$ cat config.mk
export PLATFORM = sky130hd
export DESIGN_NAME = mode_input_conditioner
export DESIGN_NICKNAME = d
export VERILOG_FILES = /design/src/rtl/mode_input_conditioner.sv
export SDC_FILE = /design/constraint.sdc
export NUM_CORES = 1
export LEC_CHECK = 0
export CORE_AREA = 2 2 66 68
export CTS_CLUSTER_DIAMETER = 120
export DETAILED_ROUTE_END_ITERATION = 7
export DIE_AREA = 0 0 68 70
export GPL_ROUTABILITY_DRIVEN = 0
export PLACE_DENSITY = 0.78
export SLEW_MARGIN = 30
export SYNTH_ARGS = -nofsm -noshare
export SYNTH_HDL_FRONTEND = slang
export SYNTH_SLANG_ARGS = --single-unit
$ cat constraint.sdc
create_clock -name clk -period 3.9 [get_ports clk]
set_input_delay 0.78 -clock clk [delete_from_list [all_inputs] [get_ports clk]]
set_output_delay 0.78 -clock clk [all_outputs]
set_load 0.01 [all_outputs]
$ cat src/rtl/mode_input_conditioner.sv
// Front-end conditioner: synchronises and debounces the mode switches and start/stop buttons,
// then drives the control path's mode request and start level.
module mode_input_conditioner #(
  parameter int DEBOUNCE_CYCLES = 4,
  parameter int CNT_W           = 8
) (
  input  logic             clk,
  input  logic             rst,
  input  logic [1:0]       sw_mode,
  input  logic             btn_start,
  input  logic             btn_stop,
  input  logic [1:0]       regime,
  input  logic             active,
  output logic [1:0]       on,
  output logic             start,
  output logic [CNT_W-1:0] start_count
);

  localparam logic [CNT_W-1:0] DC_LAST   = CNT_W'(DEBOUNCE_CYCLES - 1);
  localparam logic [CNT_W-1:0] CNT_ONE   = CNT_W'(1);
  localparam logic [CNT_W-1:0] CNT_MAX   = {CNT_W{1'b1}};

  // Bit order: {stop, start, mode[1:0]}
  logic [3:0] w_raw;
  logic [3:0] w_stable;

  assign w_raw = {btn_stop, btn_start, sw_mode};

  genvar gi;
  generate
    for (gi = 0; gi < 4; gi++) begin : g_db
      logic             r_s1;
      logic             r_s2;
      logic             r_stable;
      logic [CNT_W-1:0] r_dc;

      always_ff @(posedge clk or posedge rst) begin
        if (rst) begin
          r_s1     <= 1'b0;
          r_s2     <= 1'b0;
          r_stable <= 1'b0;
          r_dc     <= '0;
        end else begin
          r_s1 <= w_raw[gi];
          r_s2 <= r_s1;
          if (r_s2 == r_stable) begin
            r_dc <= '0;
          end else if (r_dc == DC_LAST) begin
            r_stable <= r_s2;
            r_dc     <= '0;
          end else begin
            r_dc <= r_dc + CNT_ONE;
          end
        end
      end

      assign w_stable[gi] = r_stable;
    end
  endgenerate

  logic [1:0]       r_stable_d;   // previous debounced {stop, start}
  logic             r_active_d;
  logic [1:0]       r_on;
  logic             r_start;
  logic [CNT_W-1:0] r_start_count;

  logic [1:0] w_mode;
  logic       w_rise_start;
  logic       w_rise_stop;
  logic       w_act_fall;
  logic       w_mode_chg;
  logic       w_start_next;

  assign w_mode       = w_stable[1:0];
  assign w_rise_start = w_stable[2] & ~r_stable_d[0];
  assign w_rise_stop  = w_stable[3] & ~r_stable_d[1];
  assign w_act_fall   = r_active_d & ~active;
  assign w_mode_chg   = (w_mode != r_on);

  // Clear conditions are checked first so they always win over a same-cycle set.
  always_comb begin
    w_start_next = r_start;
    if (w_rise_stop) begin
      w_start_next = 1'b0;
    end else if (w_act_fall) begin
      w_start_next = 1'b0;
    end else if (w_mode_chg && (regime != 2'd0)) begin
      w_start_next = 1'b0;
    end else if (w_rise_start && (w_mode != 2'd0)) begin
      w_start_next = 1'b1;
    end
  end

  always_ff @(posedge clk or posedge rst) begin
    if (rst) begin
      r_stable_d    <= 2'b00;
      r_active_d    <= 1'b0;
      r_on          <= 2'd0;
      r_start       <= 1'b0;
      r_start_count <= '0;
    end else begin
      r_stable_d <= w_stable[3:2];
      r_active_d <= active;
      r_on       <= w_mode;
      r_start    <= w_start_next;
      if (w_start_next && !r_start && (r_start_count != CNT_MAX)) begin
        r_start_count <= r_start_count + CNT_ONE;
      end
    end
  end

  assign on          = r_on;
  assign start       = r_start;
  assign start_count = r_start_count;

endmodule
==> results of run 1 <==
-- power breakdown --
group          leakage (nW)  switching, mW  internal (mW)
clock network        0.0872          0.210          0.245
registers             0.760          0.112          0.713
logic                 0.474          0.194          0.198
-- kinds of logic (layout without fill, tap and decap cells) --
group                    after synthesis  count (layout)  share of synthesized area, %
AO/OA/AOI/OAI                          3               3                         1.088
XOR/XNOR                              35              35                         12.69
adder cells (fa/ha/maj)                5               5                         2.591
buffers and inverters                  4              40                        0.6216
flip-flops                            58              58                         60.10
multiplexers                           7               7                         3.419
AND/OR/NAND/NOR                       90              90                         19.48
-- worst max-delay path by stage --
stage / depth (start not counted) / slack (ns) / from / endpoint
floorplan: 1 / 1.69 / rst / g_db[0].r_dc[0]$_DFF_PP0_
global placement: 5 / 1.46 / active / start_count[1]$_DFFE_PP0P_
detailed placement: 5 / 1.44 / active / start_count[1]$_DFFE_PP0P_
CTS: 1 / 1.76 / start_count[2]$_DFFE_PP0P_ / start_count[2]
global route: 5 / 1.70 / active / start_count[1]$_DFFE_PP0P_
finish: 1 / 1.76 / start_count[2]$_DFFE_PP0P_ / start_count[2]
-- synth_stat cells, types with 4 or more instances --
library cell and count:
inv_1 4, nand4_1 4, nor4b_1 4, nor3_1 4, mux2_2 4, and3_1 12
nand3_1 19, dfrtp_1 58, xnor2_1 12, nor2_1 28, xor2_1 23, ha_1 5
nand2_1 11
-- per-layer routing --
layer / wire [µm] / vias up
met5: 0 / -
li1: - / 745
met2: 1921 / 21
met3: 137 / 6
met1: 1714 / 751
met4: 59 / 0
-- registers in the layout, indices dropped and copies added, names as in the netlist --
register / cells
g_db.r_dc: 32
g_db.r_s1: 4
g_db.r_s2: 4
g_db.r_stable: 4
on: 2
r_active_d: 1
r_stable_d: 2
start: 1
start_count: 8
-- layout make-up --
class | instances | area share [%]
Clock inverter | 3 | 0.5284
Timing Repair Buffer | 20 | 6.957
Multi-Input combinational cell | 140 | 33.38
Sequential cell | 58 | 51.08
Inverter | 4 | 0.5284
Tap cell | 52 | 2.290
Clock buffer | 13 | 5.240
==> flow_summary.yaml, run 1 <==
setup_path:
  critPathMaxStageDelay_ns: 0.57
  r2r_end: "start_count[1]$_DFFE_PP0P_"
  path_class: "flop to output pin"
  r2r_setup_slack_ns: 2.10
  reg2reg_from: "g_db[1].r_stable$_DFFE_PP0P_"
  cp_data_required_time_ns: 3.12
  crit_chain: "clkdlybuf4s50_1"
  path_buf_inv: 1
  reg2reg_depth: 5
  cp_top_family: "buffers and inverters"
  start_kind: "flop"
  cpMaxStageDelayCell: "clkdlybuf4s50_1"
  cp.arrival_ns: 1.36
  path_max_fanout: 6
  critPathCaptureType: "output pin"
cells_and_area:
  fill_cells: 327
  final_common_cell: "dfrtp_1"
  register_area_um2: 1451
  layout.nets: 247
  area_growth_pct: 17.67
  mostFrequentLayoutCells: "dfrtp_1 (58), nor2_1 (28), xor2_1 (23)"
  final_area_um2: 2841
  multiInputGateArea_um2: 948.4
  fin_cells: 290
  n_antenna_cell: 0
  drive_gt1_share_pct: 9.664
  fin_util_pct: 68.57
logic_synthesis:
  synth_edf_count: 0
  syn_inst: 202
  async_reset_ff_share_pct: 100.0
  syn-cell-area_um2: 2415
  synth_ff_type: "dfrtp_1"
  ys_warn_count: 0
  netlist.area_leader.share_pct: 60.10
  syn_area_per_cell_um2: 11.95
  yosysUniqueCellTypes: 25
  ys_seq_elements: 58
  syn-num-nets: 216
  synth_top_cell_by_area: "dfrtp_1"
  synth-seq-area-share_pct: 60.10
  ys_top_cells_by_area: "dfrtp_1 (60%), xor2_1 (8.3%), nor2_1 (4.4%)"
hold_path:
  min_from: "g_db[0].r_s1$_DFF_PP0_"
  min_to: "g_db[0].r_s2$_DFF_PP0_"
  hold_depth: 0
  hp-class: "flop to flop"
cts:
  clk_latency_ns: 0.33
  cts_buffers: 9
  numClockSinks: 58
  clk_pin_slew_worst_paths_ns: 0.06
  hold_buffers: 0
  ctsResizeCount: 0
  cts_max_path_buffers: 2
  cts.htree.levels: 3
  cts_tree: "done"
  postCtsSetupRepairBufs: 0
  cts_root_buffer: "clkbuf_8"
routing:
  ant_nets: 0
  drc: 0
  dr.pass1.iters: 4
  dr_total_vias: 1523
  vias_per_cell: 5.252
  wirelength_um: 3834
  post_drt_wl_per_cell_um: 13.22
  drt_first_iter_violations: 48
sta:
  timing.final.hold_violations: 0
  tightest_slew_ns: 0.5623
  finClkSkew_ns: 0.004238
  finalCriticalPeriod_ns: 2.137
  tns_ns: 0
  setup_viol: 0
  whs_ns: 0.3456
  slew_headroom_pct: 62.46
  fmax_ghz: 0.4680
  period_share_pct: 54.79
  setup_ws_ns: 1.763
  rsz0062_at_grt: "no"
  drv_slew: 0
floorplanning:
  start_util_pct: 58.27
  dieArea_um2: 4760
  core-area_um2: 4144
  die_width_um: 68
  die_h_um: 70
  rows: 24
  ios: 20
global_route:
  grt_max_degree: 33
  top_usage_layer: "met2"
  global_route.usage.met1_pct: 24.47
  grt_pass1_vias: 1543
  grt_util_met3_pct: 8.696
  use_met2_pct: 28.91
  grt_usage_pct: 19.48
  grt_pass1_wl_um: 6755
  antenna_found_initial: 0
  grt_overflow: 0
place:
  post-dp-hpwl_um: 2655
  port-buffer-count: 19
  dp_cells: 274
  place_area_um2: 2678
  pre_cts_slack_ns: 1.439
flow_run:
  drv_cap: 0
pwr:
  total_power_mw: 1.673
  peakVddDrop_v: 0.0004353
  power.density_nw_per_um2: 588.8
  p_leak_nw: 1.322
run_status:
  status: "completed"
No activity file was read; power rests on OpenSTA's default activity.
==> inputs of run 2 (changes only) <==
--- a/config.mk
+++ b/config.mk
@@ -5,12 +5,12 @@
 export SDC_FILE = /design/constraint.sdc
 export NUM_CORES = 1
 export LEC_CHECK = 0
-export CORE_AREA = 2 2 66 68
+export CORE_AREA = 2 2 69 71
 export CTS_CLUSTER_DIAMETER = 120
 export DETAILED_ROUTE_END_ITERATION = 7
-export DIE_AREA = 0 0 68 70
+export DIE_AREA = 0 0 71 73
 export GPL_ROUTABILITY_DRIVEN = 0
-export PLACE_DENSITY = 0.78
+export PLACE_DENSITY = 0.72
 export SLEW_MARGIN = 30
 export SYNTH_ARGS = -nofsm -noshare
 export SYNTH_HDL_FRONTEND = slang
==> constraint.sdc (replaced) <==
create_clock -name clk -period 2.12 [get_ports clk]
set_input_delay 0.424 -clock clk [delete_from_list [all_inputs] [get_ports clk]]
set_output_delay 0.424 -clock clk [all_outputs]
set_load 0.01 [all_outputs]
==> run 2 against run 1 <==
Register-to-register slack lost 1.7 ns. Hold slack gained 0.0037 ns. Largest power group unchanged. Utilization shrank 4.2 points. Critical path depth is the same. Clock power grew 140%. Routed wire length shrank 5.4%. Cell count grew 1.0%.
==> flow_summary.yaml, run 2 (synthesized netlist as in run 1, its figures left out) <==
sta:
  drv_slew: 0
  finalCriticalPeriod_ns: 1.776
  finClkSkew_ns: 0.008663
  setup_viol: 0
  fmax_ghz: 0.5630
  rsz0062_at_grt: "no"
  tightest_slew_ns: 0.3355
  tns_ns: 0
  slew_headroom_pct: 77.54
  timing.final.hold_violations: 0
  period_share_pct: 83.79
floorplanning:
  ios: 20
  die_width_um: 71
  core-area_um2: 4536
  die_h_um: 73
  dieArea_um2: 5183
  start_util_pct: 53.24
  rows: 25
cells_and_area:
  final_common_cell: "dfrtp_1"
  area_growth_pct: 20.88
  largest_reg_flops: 32
  layout.nets: 248
  mostFrequentLayoutCells: "dfrtp_1 (58), nor2_1 (28), xor2_1 (23)"
  drive_gt1_share_pct: 10.88
  top_register: "g_db.r_dc"
  n_antenna_cell: 0
setup_path:
  cpMaxStageDelayCell: "clkdlybuf4s50_1"
  start_kind: "flop"
  reg2reg_from: "g_db[1].r_stable$_DFFE_PP0P_"
  cp_data_required_time_ns: 1.70
  r2r_end: "start_count[4]$_DFFE_PP0P_"
  path_buf_inv: 1
  critPathCaptureType: "output pin"
  crit_chain: "clkdlybuf4s50_1"
  cp.arrival_ns: 1.35
  cp_top_family: "buffers and inverters"
  r2r_setup_slack_ns: 0.36
  path_class: "flop to output pin"
  critPathMaxStageDelay_ns: 0.57
  reg2reg_depth: 5
  path_max_fanout: 6
pwr:
  peakVddDrop_v: 0.0007062
  power.density_nw_per_um2: 1148
  p_leak_nw: 1.354
  total_power_mw: 3.352
cts:
  cts_root_buffer: "clkbuf_8"
  cts_buffers: 9
  cts_tree: "done"
  clk_latency_ns: 0.34
  clk_pin_slew_worst_paths_ns: 0.06
  cts.htree.levels: 3
  numClockSinks: 58
  hold_buffers: 0
  ctsResizeCount: 0
  postCtsSetupRepairBufs: 0
  cts_max_path_buffers: 2
routing:
  drt_first_iter_violations: 76
  ant_nets: 0
  drc: 0
  post_drt_wl_per_cell_um: 12.38
  dr_total_vias: 1509
  dr.pass1.iters: 4
  vias_per_cell: 5.150
  wirelength_um: 3627
hold_path:
  min_from: "g_db[3].r_s1$_DFF_PP0_"
  hp-class: "flop to flop"
  min_to: "g_db[3].r_s2$_DFF_PP0_"
  hold_depth: 0
flow_run:
  drv_cap: 0
run_status:
  status: "completed"
place:
  post-dp-hpwl_um: 2382
  port-buffer-count: 19
global_route:
  grt_max_degree: 59
  grt_overflow: 0
  antenna_found_initial: 0
  grt_pass1_wl_um: 6499
  grt_usage_pct: 16.68
  grt_pass1_vias: 1474
[run 2: changes by cell type in the layout (fill, tap and decap cells not counted)]
cell	before	now
clkinv_2	3	2
buf_12	0	1
bufinv_16	0	2
clkbuf_1	3	1
clkinvlp_4	0	1
[run 2: where the power goes]
part	internal (mW)	switching [mW]	total (mW)	leakage (nW)
clock	0.689	0.416	1.11	0.109
sequential	1.31	0.205	1.52	0.760
combinational	0.372	0.358	0.730	0.484
total	2.37	0.978	3.35	1.35
[run 2: cell type report]
type / instances / area [µm²]
flip-flops and latches: 58 / 1451
well taps: 54 / 67.56
repair buffers: 21 / 217.7
inverters: 4 / 15.01
clock buffers: 11 / 141.4
multi-input cells: 140 / 948.4
clock inverters: 5 / 77.57
fillers: 351 / 1617
[run 2: through the flow]
step	worst slack [ns]	instances	hold WS, ns	utilization (%)	instance area (µm²)
2_1_floorplan	0.2680	202	0.3312	-	2415
3_3_place_gp	0.09235	277	0.3336	59.53	2700
3_5_place_dp	0.07978	277	0.3373	59.53	2700
4_1_cts	0.3226	293	0.3525	64.36	2919
5_1_grt	0.2798	293	0.3617	64.36	2919
6_report	0.3437	293	0.3493	64.36	2919
[run 2: routing by layer]
| metal | vias up | global-route usage (%) | share of wire [%] |
|---|---|---|---|
| met5 | - | 0 | 0 |
| met4 | 0 | 7.128 | 1.6 |
| met3 | 6 | 8.564 | 4.6 |
| met2 | 24 | 23.47 | 46 |
| met1 | 733 | 21.78 | 48 |
| li1 | 746 | - | - |
[run 2: worst max-delay path by stage]
| stage | slack, ns | cells after the start | from | endpoint |
|---|---|---|---|---|
| after global placement | 0.09 | 5 | active | start_count[1]$_DFFE_PP0P_ |
| after global routing | 0.28 | 1 | start_count[2]$_DFFE_PP0P_ | start_count[2] |
| final | 0.34 | 1 | start_count[2]$_DFFE_PP0P_ | start_count[2] |
| after CTS | 0.32 | 1 | start_count[2]$_DFFE_PP0P_ | start_count[2] |
| after floorplan | 0.27 | 1 | rst | g_db[0].r_dc[0]$_DFF_PP0_ |
| after detailed placement | 0.08 | 5 | active | start_count[6]$_DFFE_PP0P_ |
==> inputs of run 3 (changes only) <==
--- a/config.mk
+++ b/config.mk
@@ -5,12 +5,12 @@
 export SDC_FILE = /design/constraint.sdc
 export NUM_CORES = 1
 export LEC_CHECK = 0
-export CORE_AREA = 2 2 69 71
+export CORE_AREA = 2 2 72 74
 export CTS_CLUSTER_DIAMETER = 120
 export DETAILED_ROUTE_END_ITERATION = 7
-export DIE_AREA = 0 0 71 73
+export DIE_AREA = 0 0 74 76
 export GPL_ROUTABILITY_DRIVEN = 0
-export PLACE_DENSITY = 0.72
+export PLACE_DENSITY = 0.69
 export SLEW_MARGIN = 30
 export SYNTH_ARGS = -nofsm -noshare
 export SYNTH_HDL_FRONTEND = slang
==> constraint.sdc (replaced) <==
create_clock -name clk -period 1.6 [get_ports clk]
set_input_delay 0.32 -clock clk [delete_from_list [all_inputs] [get_ports clk]]
set_output_delay 0.32 -clock clk [all_outputs]
set_load 0.01 [all_outputs]
==> run 3 against run 2 <==
The run now ends with setup timing left. Sequential cell count unchanged. Global-route usage down 0.070 points. Clock skew decreased by 0.0040 ns. Routed wire length up 9.8%. Power up 28%. Sequential power up 30%. Largest cell class unchanged. Largest power group unchanged. Cell area increased by 3.9%. Setup slack worse by 0.44 ns. Critical path type is now flop to flop.
==> flow_summary.yaml, run 3 (synthesized netlist as in run 1, its figures left out) <==
setup_path:
  r2r_setup_slack_ns: -0.1
  cp.arrival_ns: 1.92
  crit_end: "start_count[6]$_DFFE_PP0P_"
  start_kind: "flop"
  reg2reg_depth: 5
  timing.critical_path.from: "on[1]$_DFF_PP0_"
  path_max_fanout: 5
  r2r_end: "start_count[6]$_DFFE_PP0P_"
  path_class: "flop to flop"
  reg2reg_from: "on[1]$_DFF_PP0_"
  critPathCaptureType: "flop"
  cp_data_required_time_ns: 1.82
run_status:
  status: "complete, but fails checks"
  violations: "setup timing"
routing:
  wirelength_um: 3984
  dr_total_vias: 1604
  post_drt_wl_per_cell_um: 12.33
  dr.pass1.iters: 4
  vias_per_cell: 4.966
  drt_first_iter_violations: 68
  drc: 0
  ant_nets: 0
floorplanning:
  core-area_um2: 4912
  rows: 26
  start_util_pct: 49.16
  die_h_um: 76
  ios: 20
  die_width_um: 74
  dieArea_um2: 5624
cts:
  cts_tree: "done"
  cts_root_buffer: "clkbuf_8"
  cts_max_path_buffers: 2
  cts.htree.levels: 3
  numClockSinks: 58
  clk_pin_slew_worst_paths_ns: 0.06
  cts_buffers: 9
  clk_latency_ns: 0.33
  hold_buffers: 0
flow_run:
  drv_cap: 0
sta:
  fmax_ghz: 0.5898
  setup_ws_ns: -0.09563
  finClkSkew_ns: 0.004646
  whs_ns: 0.3468
  period_share_pct: 106.0
  timing.final.hold_violations: 0
  tightest_slew_ns: 0.3668
  slew_headroom_pct: 75.44
  drv_slew: 0
  rsz0062_at_grt: "yes"
  finalCriticalPeriod_ns: 1.696
  setup_viol: 7
cells_and_area:
  mostFrequentLayoutCells: "dfrtp_1 (57), nor2_1 (28), xor2_1 (23)"
  area_growth_pct: 25.60
  top_register: "g_db.r_dc"
  layout.nets: 263
  final_common_cell: "dfrtp_1"
  largest_reg_flops: 32
  drive_gt1_share_pct: 19.76
  n_antenna_cell: 0
global_route:
  grt_pass1_wl_um: 7051
  global_route.usage.met1_pct: 22.38
  grt_pass1_vias: 1541
  use_met2_pct: 23.66
  grt_util_met3_pct: 5.556
  antenna_found_initial: 0
  grt_overflow: 0
  grt_max_degree: 59
  top_usage_layer: "met2"
  grt_usage_pct: 16.61
place:
  port-buffer-count: 19
  pre_cts_slack_ns: -0.3326
  post-dp-hpwl_um: 2535
pwr:
  p_leak_nw: 1.480
  peakVddDrop_v: 0.001002
  power.density_nw_per_um2: 1416
hold_path:
  min_from: "g_db[3].r_s1$_DFF_PP0_"
  hp-class: "flop to flop"
run 3: final cells by class:
cell class	count	area [µm²]
sequential	58	1453
inverter	4	18.77
clock inverter	4	20.02
tap	70	87.58
multi-input combinational	140	994.7
timing repair buffer	36	327.8
clock buffer	11	131.4
fill	393	1879
run 3: metal layers:
metal | vias up | part of all wire (%)
met5 | - | 0
met4 | 0 | 2.6
met3 | 11 | 3.9
met2 | 28 | 46
met1 | 783 | 48
li1 | 782 | -
run 3: worst min-delay path by stage:
stage | endpoint | slack (ns) | cells after the start
after floorplan | g_db[0].r_s2$_DFF_PP0_ | 0.33 | 0
after global placement | g_db[3].r_s2$_DFF_PP0_ | 0.33 | 0
after detailed placement | g_db[3].r_s2$_DFF_PP0_ | 0.34 | 0
after CTS | g_db[3].r_s2$_DFF_PP0_ | 0.35 | 0
after global routing | g_db[3].r_s2$_DFF_PP0_ | 0.36 | 0
final | g_db[3].r_s2$_DFF_PP0_ | 0.35 | 0
run 3: what timing repair did:
action                                  4_1_cts  5_1_grt
buffers inserted                              2        3
resized for setup                            11       12
pin swaps                                     5        9
endpoints found under the setup margin       15       26
run 3: worst max-delay path: stages, from the launching register on:
cell and delay (ns):
dfrtp_1 0.39, xor2_1 0.18, o22ai_2 0.15, nor4b_4 0.36
nand4_1 0.18, mux2_4 0.32
run 3: power by group:
part	switching (mW)	total (mW)	internal [mW]
registers	0.232	1.97	1.74
clock network	0.544	1.09	0.542
logic	0.598	1.24	0.639
total	1.37	4.30	2.92
run 3: per-stage QoR:
| stage | power [mW] | TNS [ns] | instances | instance area [µm²] | utilization (%) |
|---|---|---|---|---|---|
| after floorplan | 2.646 | 0 | 202 | 2419 | - |
| after global placement | 3.147 | -2.238 | 303 | 2799 | 56.98 |
| after detailed placement | 3.164 | -2.096 | 303 | 2799 | 56.98 |
| after CTS | 4.256 | -0.2778 | 320 | 2964 | 60.34 |
| after global routing | 4.598 | -1.043 | 323 | 3033 | 61.74 |
| final | 4.296 | -0.3796 | 323 | 3033 | 61.74 |
